File: config.mk
export PLATFORM = sky130hd
export DESIGN_NAME = axi_lite_slave_regs
export DESIGN_NICKNAME = d
export VERILOG_FILES = /design/src/rtl/axi_lite_slave_regs.sv
export SDC_FILE = /design/constraint.sdc
export NUM_CORES = 1
export LEC_CHECK = 0
export ABC_CLOCK_PERIOD_IN_PS = 7300
export CORE_AREA = 2 2 281 283
export DETAILED_ROUTE_END_ITERATION = 7
export DIE_AREA = 0 0 283 285
export PLACE_DENSITY = 0.74
export SYNTH_ARGS = -nofsm -noshare
export SYNTH_HDL_FRONTEND = slang
export SYNTH_SLANG_ARGS = --single-unit
File: constraint.sdc
create_clock -name clk_i -period 7.3 [get_ports clk_i]
set_input_delay 1.095 -clock clk_i [delete_from_list [all_inputs] [get_ports clk_i]]
set_output_delay 1.095 -clock clk_i [all_outputs]
set_load 0.02 [all_outputs]
File: src/rtl/axi_lite_slave_regs.sv
// AXI4-Lite responder exposing a bank of NUM_REGS read/write registers.
// Define AXI_LITE_SLAVE_REGS_WSTRB_EN to honour byte strobes; otherwise writes update the full word.
module axi_lite_slave_regs #(
  parameter int unsigned ADDR_WIDTH = 32,
  parameter int unsigned DATA_WIDTH = 64,
  parameter int unsigned NUM_REGS   = 8
) (
  input  logic                           clk_i,
  input  logic                           rst_i,
  input  logic [ADDR_WIDTH-1:0]          s_awaddr_i,
  input  logic                           s_awvalid_i,
  output logic                           s_awready_o,
  input  logic [DATA_WIDTH-1:0]          s_wdata_i,
  input  logic [DATA_WIDTH/8-1:0]        s_wstrb_i,
  input  logic                           s_wvalid_i,
  output logic                           s_wready_o,
  output logic [1:0]                     s_bresp_o,
  output logic                           s_bvalid_o,
  input  logic                           s_bready_i,
  input  logic [ADDR_WIDTH-1:0]          s_araddr_i,
  input  logic                           s_arvalid_i,
  output logic                           s_arready_o,
  output logic [DATA_WIDTH-1:0]          s_rdata_o,
  output logic [1:0]                     s_rresp_o,
  output logic                           s_rvalid_o,
  input  logic                           s_rready_i,
  output logic [NUM_REGS*DATA_WIDTH-1:0] regs_o
);

  localparam int unsigned BYTES = DATA_WIDTH / 8;
  localparam int unsigned OFFS  = $clog2(BYTES);
  localparam int unsigned IDX_W = $clog2(NUM_REGS);
  localparam int unsigned SPAN  = NUM_REGS * BYTES;
  localparam logic [1:0]  RESP_OKAY   = 2'b00;
  localparam logic [1:0]  RESP_SLVERR = 2'b10;

  typedef enum logic [1:0] {W_IDLE, W_HAVE_AW, W_HAVE_W, W_RESP} w_state_t;
  typedef enum logic       {R_IDLE, R_DATA} r_state_t;

  w_state_t              w_state_q, w_state_d;
  r_state_t              r_state_q, r_state_d;
  logic                  aw_ready_q, aw_ready_d, w_ready_q, w_ready_d;
  logic                  bvalid_q, bvalid_d, ar_ready_q, ar_ready_d, rvalid_q, rvalid_d;
  logic [1:0]            bresp_q, bresp_d, rresp_q, rresp_d;
  logic [DATA_WIDTH-1:0] rdata_q, rdata_d;
  logic [ADDR_WIDTH-1:0] aw_addr_q;
  logic [DATA_WIDTH-1:0] w_data_q;
  logic [BYTES-1:0]      w_strb_q;
  logic [DATA_WIDTH-1:0] regs_q [NUM_REGS];

  logic                  aw_hs_c, w_hs_c, ar_hs_c, commit_c, commit_ok_c, rd_ok_c;
  logic [ADDR_WIDTH-1:0] commit_addr_c;
  logic [DATA_WIDTH-1:0] commit_data_c;
  logic [BYTES-1:0]      commit_strb_c, byte_en_c;
  logic [IDX_W-1:0]      commit_idx_c, rd_idx_c;

  assign aw_hs_c = s_awvalid_i & aw_ready_q;
  assign w_hs_c  = s_wvalid_i  & w_ready_q;
  assign ar_hs_c = s_arvalid_i & ar_ready_q;

  assign commit_idx_c = IDX_W'(commit_addr_c >> OFFS);
  assign commit_ok_c  = commit_addr_c < ADDR_WIDTH'(SPAN);
  assign rd_idx_c     = IDX_W'(s_araddr_i >> OFFS);
  assign rd_ok_c      = s_araddr_i < ADDR_WIDTH'(SPAN);

`ifdef AXI_LITE_SLAVE_REGS_WSTRB_EN
  assign byte_en_c = commit_strb_c;
`else
  // Strobes are folded to all-ones so every accepted write updates the full word.
  assign byte_en_c = commit_strb_c | {BYTES{1'b1}};
`endif

  // Write FSM state and registered channel outputs.
  always_ff @(posedge clk_i) begin
    if (rst_i) begin
      w_state_q  <= W_IDLE;
      aw_ready_q <= 1'b1;
      w_ready_q  <= 1'b1;
      bvalid_q   <= 1'b0;
      bresp_q    <= RESP_OKAY;
    end else begin
      w_state_q  <= w_state_d;
      aw_ready_q <= aw_ready_d;
      w_ready_q  <= w_ready_d;
      bvalid_q   <= bvalid_d;
      bresp_q    <= bresp_d;
    end
  end

  // Write FSM next state; the commit fires on the edge completing the second of AW/W.
  always_comb begin
    w_state_d     = w_state_q;
    bvalid_d      = bvalid_q;
    bresp_d       = bresp_q;
    commit_c      = 1'b0;
    commit_addr_c = s_awaddr_i;
    commit_data_c = s_wdata_i;
    commit_strb_c = s_wstrb_i;
    unique case (w_state_q)
      W_IDLE: begin
        if (aw_hs_c && w_hs_c) begin
          commit_c  = 1'b1;
          w_state_d = W_RESP;
        end else if (aw_hs_c) begin
          w_state_d = W_HAVE_AW;
        end else if (w_hs_c) begin
          w_state_d = W_HAVE_W;
        end
      end
      W_HAVE_AW: begin
        commit_addr_c = aw_addr_q;
        if (w_hs_c) begin
          commit_c  = 1'b1;
          w_state_d = W_RESP;
        end
      end
      W_HAVE_W: begin
        commit_data_c = w_data_q;
        commit_strb_c = w_strb_q;
        if (aw_hs_c) begin
          commit_c  = 1'b1;
          w_state_d = W_RESP;
        end
      end
      W_RESP: begin
        if (s_bready_i) begin
          bvalid_d  = 1'b0;
          w_state_d = W_IDLE;
        end
      end
      default: w_state_d = W_IDLE;
    endcase
    if (commit_c) begin
      bvalid_d = 1'b1;
      bresp_d  = commit_ok_c ? RESP_OKAY : RESP_SLVERR;
    end
    aw_ready_d = (w_state_d == W_IDLE) || (w_state_d == W_HAVE_W);
    w_ready_d  = (w_state_d == W_IDLE) || (w_state_d == W_HAVE_AW);
  end

  // Holding registers for whichever of AW/W arrives first.
  always_ff @(posedge clk_i) begin
    if (rst_i) begin
      aw_addr_q <= '0;
      w_data_q  <= '0;
      w_strb_q  <= '0;
    end else begin
      if (aw_hs_c) aw_addr_q <= s_awaddr_i;
      if (w_hs_c) begin
        w_data_q <= s_wdata_i;
        w_strb_q <= s_wstrb_i;
      end
    end
  end

  // Register bank; out-of-range commits leave it untouched.
  always_ff @(posedge clk_i) begin
    if (rst_i) begin
      for (int unsigned i = 0; i < NUM_REGS; i++) regs_q[i] <= '0;
    end else if (commit_c && commit_ok_c) begin
      for (int unsigned b = 0; b < BYTES; b++) begin
        if (byte_en_c[b]) regs_q[commit_idx_c][b*8 +: 8] <= commit_data_c[b*8 +: 8];
      end
    end
  end

  // Read FSM state and registered channel outputs.
  always_ff @(posedge clk_i) begin
    if (rst_i) begin
      r_state_q  <= R_IDLE;
      ar_ready_q <= 1'b1;
      rvalid_q   <= 1'b0;
      rdata_q    <= '0;
      rresp_q    <= RESP_OKAY;
    end else begin
      r_state_q  <= r_state_d;
      ar_ready_q <= ar_ready_d;
      rvalid_q   <= rvalid_d;
      rdata_q    <= rdata_d;
      rresp_q    <= rresp_d;
    end
  end

  // Read FSM next state; the bank is sampled before any same-edge write lands.
  always_comb begin
    r_state_d = r_state_q;
    rvalid_d  = rvalid_q;
    rdata_d   = rdata_q;
    rresp_d   = rresp_q;
    unique case (r_state_q)
      R_IDLE: begin
        if (ar_hs_c) begin
          r_state_d = R_DATA;
          rvalid_d  = 1'b1;
          rdata_d   = rd_ok_c ? regs_q[rd_idx_c] : '0;
          rresp_d   = rd_ok_c ? RESP_OKAY : RESP_SLVERR;
        end
      end
      R_DATA: begin
        if (s_rready_i) begin
          r_state_d = R_IDLE;
          rvalid_d  = 1'b0;
        end
      end
      default: r_state_d = R_IDLE;
    endcase
    ar_ready_d = (r_state_d == R_IDLE);
  end

  for (genvar g = 0; g < NUM_REGS; g++) begin : g_flat
    assign regs_o[g*DATA_WIDTH +: DATA_WIDTH] = regs_q[g];
  end

  assign s_awready_o = aw_ready_q;
  assign s_wready_o  = w_ready_q;
  assign s_bvalid_o  = bvalid_q;
  assign s_bresp_o   = bresp_q;
  assign s_arready_o = ar_ready_q;
  assign s_rvalid_o  = rvalid_q;
  assign s_rdata_o   = rdata_q;
  assign s_rresp_o   = rresp_q;

endmodule

# Word level (Yosys, flattened, before mapping)
# Memories as Yosys holds them, arrays and structs flattened.
# Index checks and enable logic that the tools add are counted.
# word_totals
register_bits	172
latchBits	0
ramBits	512
romBits	0
word_cells	72
n_memories	1
# classes
n_addsub	0
multipliers	0
div_mod_pow	0
magnitude_cmp	2
eq_ne	7
shift	0
mux	33
bitwise	5
n_reduce_logical	12
# memory_table
name	depth	word_bits	rd	rd_clocked_by_memory_dff	wr	line	text
regs_q	8	64	9	0	8	49	logic [DATA_WIDTH-1:0] regs_q [NUM_REGS];
# op_table
op	count
64-bit two-way mux	3
32-bit by 7-bit less-than comparator with 1-bit output, second input constant	2
64-bit OR reduction	1
32-bit two-way mux	1
1-bit two-way mux	16
2-bit two-way mux	8
2-bit case mux with 4 select lines	1
2-bit == test, second input constant	3
2-bit AND reduction	3
2-bit by 1-bit == test with 1-bit output, second input constant	2
2-bit logical NOT	2
2-bit != test, second input constant	2
1-bit case mux with 2 select lines	2
2-bit nonzero test	2
1-bit AND	3
3-bit two-way mux	1
1-bit case mux with 3 select lines	1
1-bit logical AND	2
1-bit logical OR	2
1-bit NOT	2

# Depth between registers and ports, before layout
# Gate-level depths: netlist of the first run.
# logic_depth
depth_word	10
ltp_mapped	9
depth_no_buf	4

# Least setup slack after synthesis of the first run
# OpenSTA, ideal clock, no wires.
# synth_timing
path_kind	in2reg
from	input rst_i
to	memory regs_q[0][0], enable pin
arrival_ns	6.662
required_ns	6.726
setup_slack_ns	0.064
cell_stages	5
path_buffers	2
path_cell_list	clkbuf_1 -> a2111oi_4 -> o2111ai_1 -> buf_2 -> o21ai_0
# synth_rtl
element	line	text
start: declaration	9	input logic rst_i,
end: declaration	49	

==> results of run 1 <==
sequential cells by signal, indices dropped and copies added (netlist names), 2 cells and up:
| name | count |
|---|---|
| w_state_q | 2 |
| w_data_q | 64 |
| s_rdata_o | 64 |
| aw_addr_q | 29 |
| regs_q | 512 |
area by class of cell:
| cell class | count | share of cell area (%) |
|---|---|---|
| tap | 1050 | 3.32 |
| antenna | 10 | 0.0632 |
| clock inverter | 28 | 0.720 |
| clock buffer | 105 | 5.22 |
| timing repair buffer | 756 | 19.0 |
| multi-input combinational | 1320 | 24.4 |
| sequential | 679 | 47.2 |
| inverter | 6 | 0.0568 |
routing by layer:
layer | part of all wire, % | wire [um] | vias to the layer above
li1 | - | - | 9722
met1 | 37 | 42000 | 11500
met2 | 48 | 54700 | 1465
met3 | 9.6 | 11000 | 303
met4 | 5.5 | 6280 | 4
met5 | 0.023 | 26 | -
how the worst max path moves through the flow:
stage               slack [ns]                     endpoint  cells after the start                    start
floorplan                 0.06   regs_q[0][0]$_SDFFCE_PN0P_                      5                    rst_i
global placement          2.36  regs_q[1][16]$_SDFFCE_PN0P_                      8           s_awaddr_i[11]
detailed placement        2.34  regs_q[1][16]$_SDFFCE_PN0P_                      8           s_awaddr_i[11]
CTS                       3.00  regs_q[1][18]$_SDFFCE_PN0P_                      8           s_awaddr_i[11]
global route              2.85  regs_q[1][18]$_SDFFCE_PN0P_                      7  w_state_q[1]$_SDFF_PP0_
finish                    2.92  regs_q[1][18]$_SDFFCE_PN0P_                      8           s_awaddr_i[11]
power by group through the flow:
stage,sequential (mW),clock [mW],combinational (mW)
2_1_floorplan,4.57,0,0.434
3_3_place_gp,4.44,0,1.07
3_5_place_dp,4.45,0,1.08
4_1_cts,4.37,3.74,1.08
5_1_grt,4.38,3.89,1.13
6_report,4.37,3.70,1.08
cell usage after synthesis (2+ instances only):
master / count
nor3_1: 512
a211oi_1: 2
nand2_1: 256
nor4_1: 18
mux4_2: 128
mux2i_1: 130
nand2b_1: 3
inv_1: 6
a31o_2: 3
nand4_1: 4
o221a_2: 2
or3_1: 64
nor4bb_1: 2
buf_1: 11
clkbuf_1: 138
nor2_1: 4
dfxtp_1: 167
o2111ai_1: 8
mux2_2: 2
o21ai_0: 11
buf_2: 69
buf_4: 4
and2_1: 2
a21oi_1: 159
edfxtp_1: 512
cells by family (layout without fill, tap and decap cells):
group / count (synthesis) / count (layout) / synth area share (%)
flops: 679 / 679 / 64.4
simple gates: 870 / 870 / 14.3
buf+inv: 228 / 895 / 3.29
other cells: 1 / 12 / 0.0129
mux: 260 / 260 / 14.5
compound gates: 188 / 188 / 3.53
worst reg2reg max path: stages (launching register included):
cell,delay (ns)
dfxtp_1,0.59
nand2b_1,0.53
and4_1,0.86
o2111ai_4,0.18
buf_4,0.38
buf_4,0.45
o21ai_4,0.23
buf_4,0.59
metrics by stage:
stage,util (%),std cells
2_1_floorplan,-,2227
3_3_place_gp,47.8,3811
3_5_place_dp,47.8,3811
4_1_cts,50.8,3944
5_1_grt,50.8,3953
6_report,50.8,3954
==> flow_summary.toml, run 1 <==
[outcome]
status = "finished, final reports clean"

[sta]
hold_slack_ns = 0.450
fin_skew_ns = 0.0316
slew_headroom_pct = 16.5
maxSlewViolCount = 0
setup_viol = 0
fin_crit_ns = 4.38
fmax_mhz = 228
finalWorstSetupSlack_ns = 2.92
setup_tns_ns = 0
period_share_pct = 60.1
rsz0062_at_grt = "false"
tightest_slew_ns = 1.25
hold_violations = 0

[final_layout]
drive_gt1_share_pct = 10.6
nets = 2980
design_area_sq_um = 39600
final_common_cell = "clkdlybuf4s50_1"
multiInputGateArea_sq_um = 9670
synthToLayoutAreaGrowth_pct = 36.2
seq_area_sq_um = 18700
fill_cells = 6607
layout_common_cells = "clkdlybuf4s50_1 (707), nor3_1 (512), edfxtp_1 (512), nand2_1 (255), dfxtp_1 (167)"

[setup_path]
cp-start-kind = "input pin"
max_stage_delay_ns = 0.81
path_delay_family = "buffers and inverters"
r2r_slack_ns = 2.99
worstPathMaxFanout = 38
crit_path_top_delay_cell = "and4_1"
path_buf_inv = 4
endpoint_kind = "register"
worst_r2r_endpoint = "regs_q[1][18]$_SDFFCE_PN0P_"
path_cells = "clkdlybuf4s50_1, nor4_1, and4_1, o2111ai_4, buf_4, buf_4, o21ai_4, buf_4"
worstPathRequired_ns = 7.53
arrival_ns = 4.62
crit_type = "input pin to register"
cp_common_cell = "buf_4"
r2r-start = "w_state_q[1]$_SDFF_PP0_"
r2r_cells = 7

[clock_tree]
clk_pin_slew_ns = 0.06
clk_latency_ns = 0.62
cts_hold_buf = 0
htreeDepth = 3
cts_tree = "built"
cts-root-buf = "clkbuf_16"
postCtsSetupRepairBufs = 0
cts.sinks = 679
cts_buffers = 74
clk_path_buf_depth = 3
ctsResizeCount = 0

[logic_synthesis]
syn_area_sq_um = 29100
ys_ff_latch = 679
yosysSeqAreaShare_pct = 64.4
postSynth.asyncResetShare_pct = 0
synth_top_cell_by_area = "edfxtp_1"
synth_edf_count = 512
yosysUniqueCellTypes = 34
ys.flop_type = "edfxtp_1"
synth_area_leaders = "edfxtp_1 (53%), dfxtp_1 (11%), mux4_2 (9.9%)"
syn-instance-count = 2226
synth_top_area_share_pct = 52.9
syn_area_per_cell_sq_um = 13.1
ys_warn_count = 0

[die]
coreArea_sq_um = 78000
die_width_um = 283
die_h_um = 285
dieArea_sq_um = 80700
fp-row-count = 103
initial_core_util_pct = 37.3
ios = 728

[hold_path]
hold_end = "w_data_q[50]$_SDFFE_PP0P_"
hp-class = "register to register"
hold_start = "w_data_q[50]$_SDFFE_PP0P_"
hold_depth = 2

[power]
power_switching_mw = 2.32
p_total_mw = 9.15
power_density_nw_per_um2 = 231
peakVddDrop_uv = 197
p_comb_share_pct = 11.8
p_seq_share_pct = 47.8
power.internal_mw = 6.83
p_clk_share_pct = 40.4
swShare_pct = 25.4
leakage_nw = 13.2

[global_routing]
grt_use_met1_pct = 33.7
grt_max_degree = 197
grt_use_met2_pct = 44.8
busiest_layer = "met2"
grt_pass1_vias = 22100
use_met3_pct = 6.46
antenna_found_initial = 14
grt_usage_pct = 27.3
grt_overflow = 0
grt_pass1_wl_um = 160000

[detailed_routing]
drtPass1Iterations = 7
drtIter0Drc = 2544
via_count = 23000
antenna_left = 0
wl_um = 114000
wire_per_inst_um = 28.8
route.detailed.drc = 0
viasPerCell = 5.81

[placed_design]
dp_slack_ns = 2.34
gp_congestion = 0.873
hpwlAfterDp_um = 71700
io_buffers = 711
dpl_cell_area_sq_um = 37200

[run]
cap_violations = 0
No activity file was read; power rests on OpenSTA's default activity.
==> run 2: changes to the inputs <==
--- a/config.mk
+++ b/config.mk
@@ -5,7 +5,7 @@
 export SDC_FILE = /design/constraint.sdc
 export NUM_CORES = 1
 export LEC_CHECK = 0
-export ABC_CLOCK_PERIOD_IN_PS = 7300
+export ABC_CLOCK_PERIOD_IN_PS = 3700
 export CORE_AREA = 2 2 281 283
 export DETAILED_ROUTE_END_ITERATION = 7
 export DIE_AREA = 0 0 283 285
==> constraint.sdc (replaced) <==
create_clock -name clk_i -period 3.7 [get_ports clk_i]
set_input_delay 0.555 -clock clk_i [delete_from_list [all_inputs] [get_ports clk_i]]
set_output_delay 0.555 -clock clk_i [all_outputs]
set_load 0.02 [all_outputs]
==> run 2 against run 1 <==
Against the previous run: power is 99% higher; final area increased by 1.3%; first-iteration DRC count rose by 11%; sequential power increased by 97%; hold slack lost 0.21 ns; cell count rose by 0.68%; combinational power grew 100%; core utilization increased by 0.67 points; routed wire length up 0.29%; via count increased by 1.3%.
==> flow_summary.toml, run 2 (synthesis results as in run 1) <==
[outcome]
status = "finished, final reports clean"

[sta]
slew_headroom_pct = 8.95
period_share_pct = 87.9
setup_viol = 0
fin_crit_ns = 3.25
setup_tns_ns = 0
rsz0062_at_grt = "false"
finalWorstSetupSlack_ns = 0.449
maxSlewViolCount = 0
fin_skew_ns = 0.0344
hold_slack_ns = 0.236
tightest_slew_ns = 1.37
fmax_mhz = 308
hold_violations = 0

[clock_tree]
clk_path_buf_depth = 3
cts.sinks = 679
cts_hold_buf = 0
clk_latency_ns = 0.63
htreeDepth = 3
cts_tree = "built"
ctsResizeCount = 0
cts-root-buf = "clkbuf_16"
clk_pin_slew_ns = 0.06
cts_buffers = 74
postCtsSetupRepairBufs = 0

[setup_path]
crit_path_top_delay_cell = "dfxtp_1"
cp-start-kind = "register"
max_stage_delay_ns = 0.61
r2r_cells = 5
worstPathMaxFanout = 223
worstPathRequired_ns = 4.00
crit_type = "register to register"
endpoint_kind = "register"
path_cells = "nand2b_1, buf_4, mux2_8, buf_12, nor3_1"
arrival_ns = 3.55

[global_routing]
antenna_found_initial = 19
grt_max_degree = 224
grt_pass1_vias = 22700
grt_overflow = 0
grt_usage_pct = 27.3
grt_pass1_wl_um = 161000

[detailed_routing]
route.detailed.drc = 0
drtIter0Drc = 2812
viasPerCell = 5.84
wire_per_inst_um = 28.7
wl_met3_um = 12700
antenna_left = 0
dr.max_layer_used = "met5"
route.met2.wl_um = 54900
drtPass1Iterations = 5
via_count = 23300
wl_um = 114000
wirelength_met1_um = 41100

[placed_design]
io_buffers = 711
gp_congestion = 0.887
dp_slack_ns = 0.378
hpwlAfterDp_um = 71600

[die]
fp-row-count = 103
coreArea_sq_um = 78000
die_h_um = 285
ios = 728
initial_core_util_pct = 37.3
dieArea_sq_um = 80700
die_width_um = 283

[final_layout]
final_common_cell = "clkdlybuf4s50_1"
layout_common_cells = "clkdlybuf4s50_1 (707), nor3_1 (512), edfxtp_1 (512), nand2_1 (255), dfxtp_1 (167)"
largest_reg_flops = 512
regMostFlops = "regs_q"
synthToLayoutAreaGrowth_pct = 38.0
fill_cells = 6587
drive_gt1_share_pct = 11.5
nets = 3000

[hold_path]
hold_depth = 2
hp-class = "input pin to register"

[run]
cap_violations = 0

[power]
power_density_nw_per_um2 = 453
peakVddDrop_uv = 340
leakage_nw = 13.5
## run 2: cell types whose count changed in the layout (fill, tap and decap cells not counted), moves of 2 or more
cell / change
clkinv_2: +5
clkinv_8: +2
clkbuf_16: +3
diode_2: +2
clkinv_1: -2
buf_12: +24
buf_4: -4
## run 2: layout make-up
class / instances / area, sq um / share of cell area, %
Inverter: 6 / 22.5 / 0.0561
Multi-Input combinational cell: 1320 / 9670 / 24.1
Tap cell: 1050 / 1310 / 3.27
Antenna cell: 12 / 30.0 / 0.0748
Timing Repair Buffer: 776 / 7960 / 19.8
Clock inverter: 32 / 292 / 0.726
Clock buffer: 106 / 2130 / 5.30
Sequential cell: 679 / 18700 / 46.6
## run 2: path summary, 6_finish.rpt
check,endpoint,from,slack (ns)
worst min register to register,w_data_q[57]$_SDFFE_PP0P_,w_data_q[57]$_SDFFE_PP0P_,0.45
worst max register to register,regs_q[5][33]$_SDFFCE_PN0P_,w_state_q[1]$_SDFF_PP0_,0.45
worst max-delay path,regs_q[5][33]$_SDFFCE_PN0P_,w_state_q[1]$_SDFF_PP0_,0.45
worst min-delay path,aw_addr_q[4]$_SDFFE_PP0P_,rst_i,0.24
## run 2: worst max-delay path: cells and delay by family (launching register included)
family / cells / cell delay, ns
buf+inv: 2 / 0.74
mux: 1 / 0.61
simple gates: 2 / 0.39
flops: 1 / 0.61
## run 2: stage by stage
step / instances / cell area [sq um] / utilization [%] / total power [mW]
2_1_floorplan: 2227 / 29100 / - / 9.85
3_3_place_gp: 3831 / 37700 / 48.3 / 10.9
3_5_place_dp: 3831 / 37700 / 48.3 / 10.9
4_1_cts: 3969 / 40100 / 51.4 / 18.2
5_1_grt: 3981 / 40100 / 51.5 / 18.7
6_report: 3981 / 40100 / 51.5 / 18.2
## run 2: power by group
part / switching (mW) / internal (mW) / total [mW]
logic: 1.31 / 0.871 / 2.18
clock network: 3.15 / 4.25 / 7.40
registers: 0.184 / 8.44 / 8.62
total: 4.64 / 13.6 / 18.2
## run 2: metal layers
layer / vias to the layer above / track usage (%)
li1: 9785 / -
met1: 11500 / 33.8
met2: 1645 / 44.3
met3: 320 / 7.46
met4: 6 / 13.7
met5: - / 0
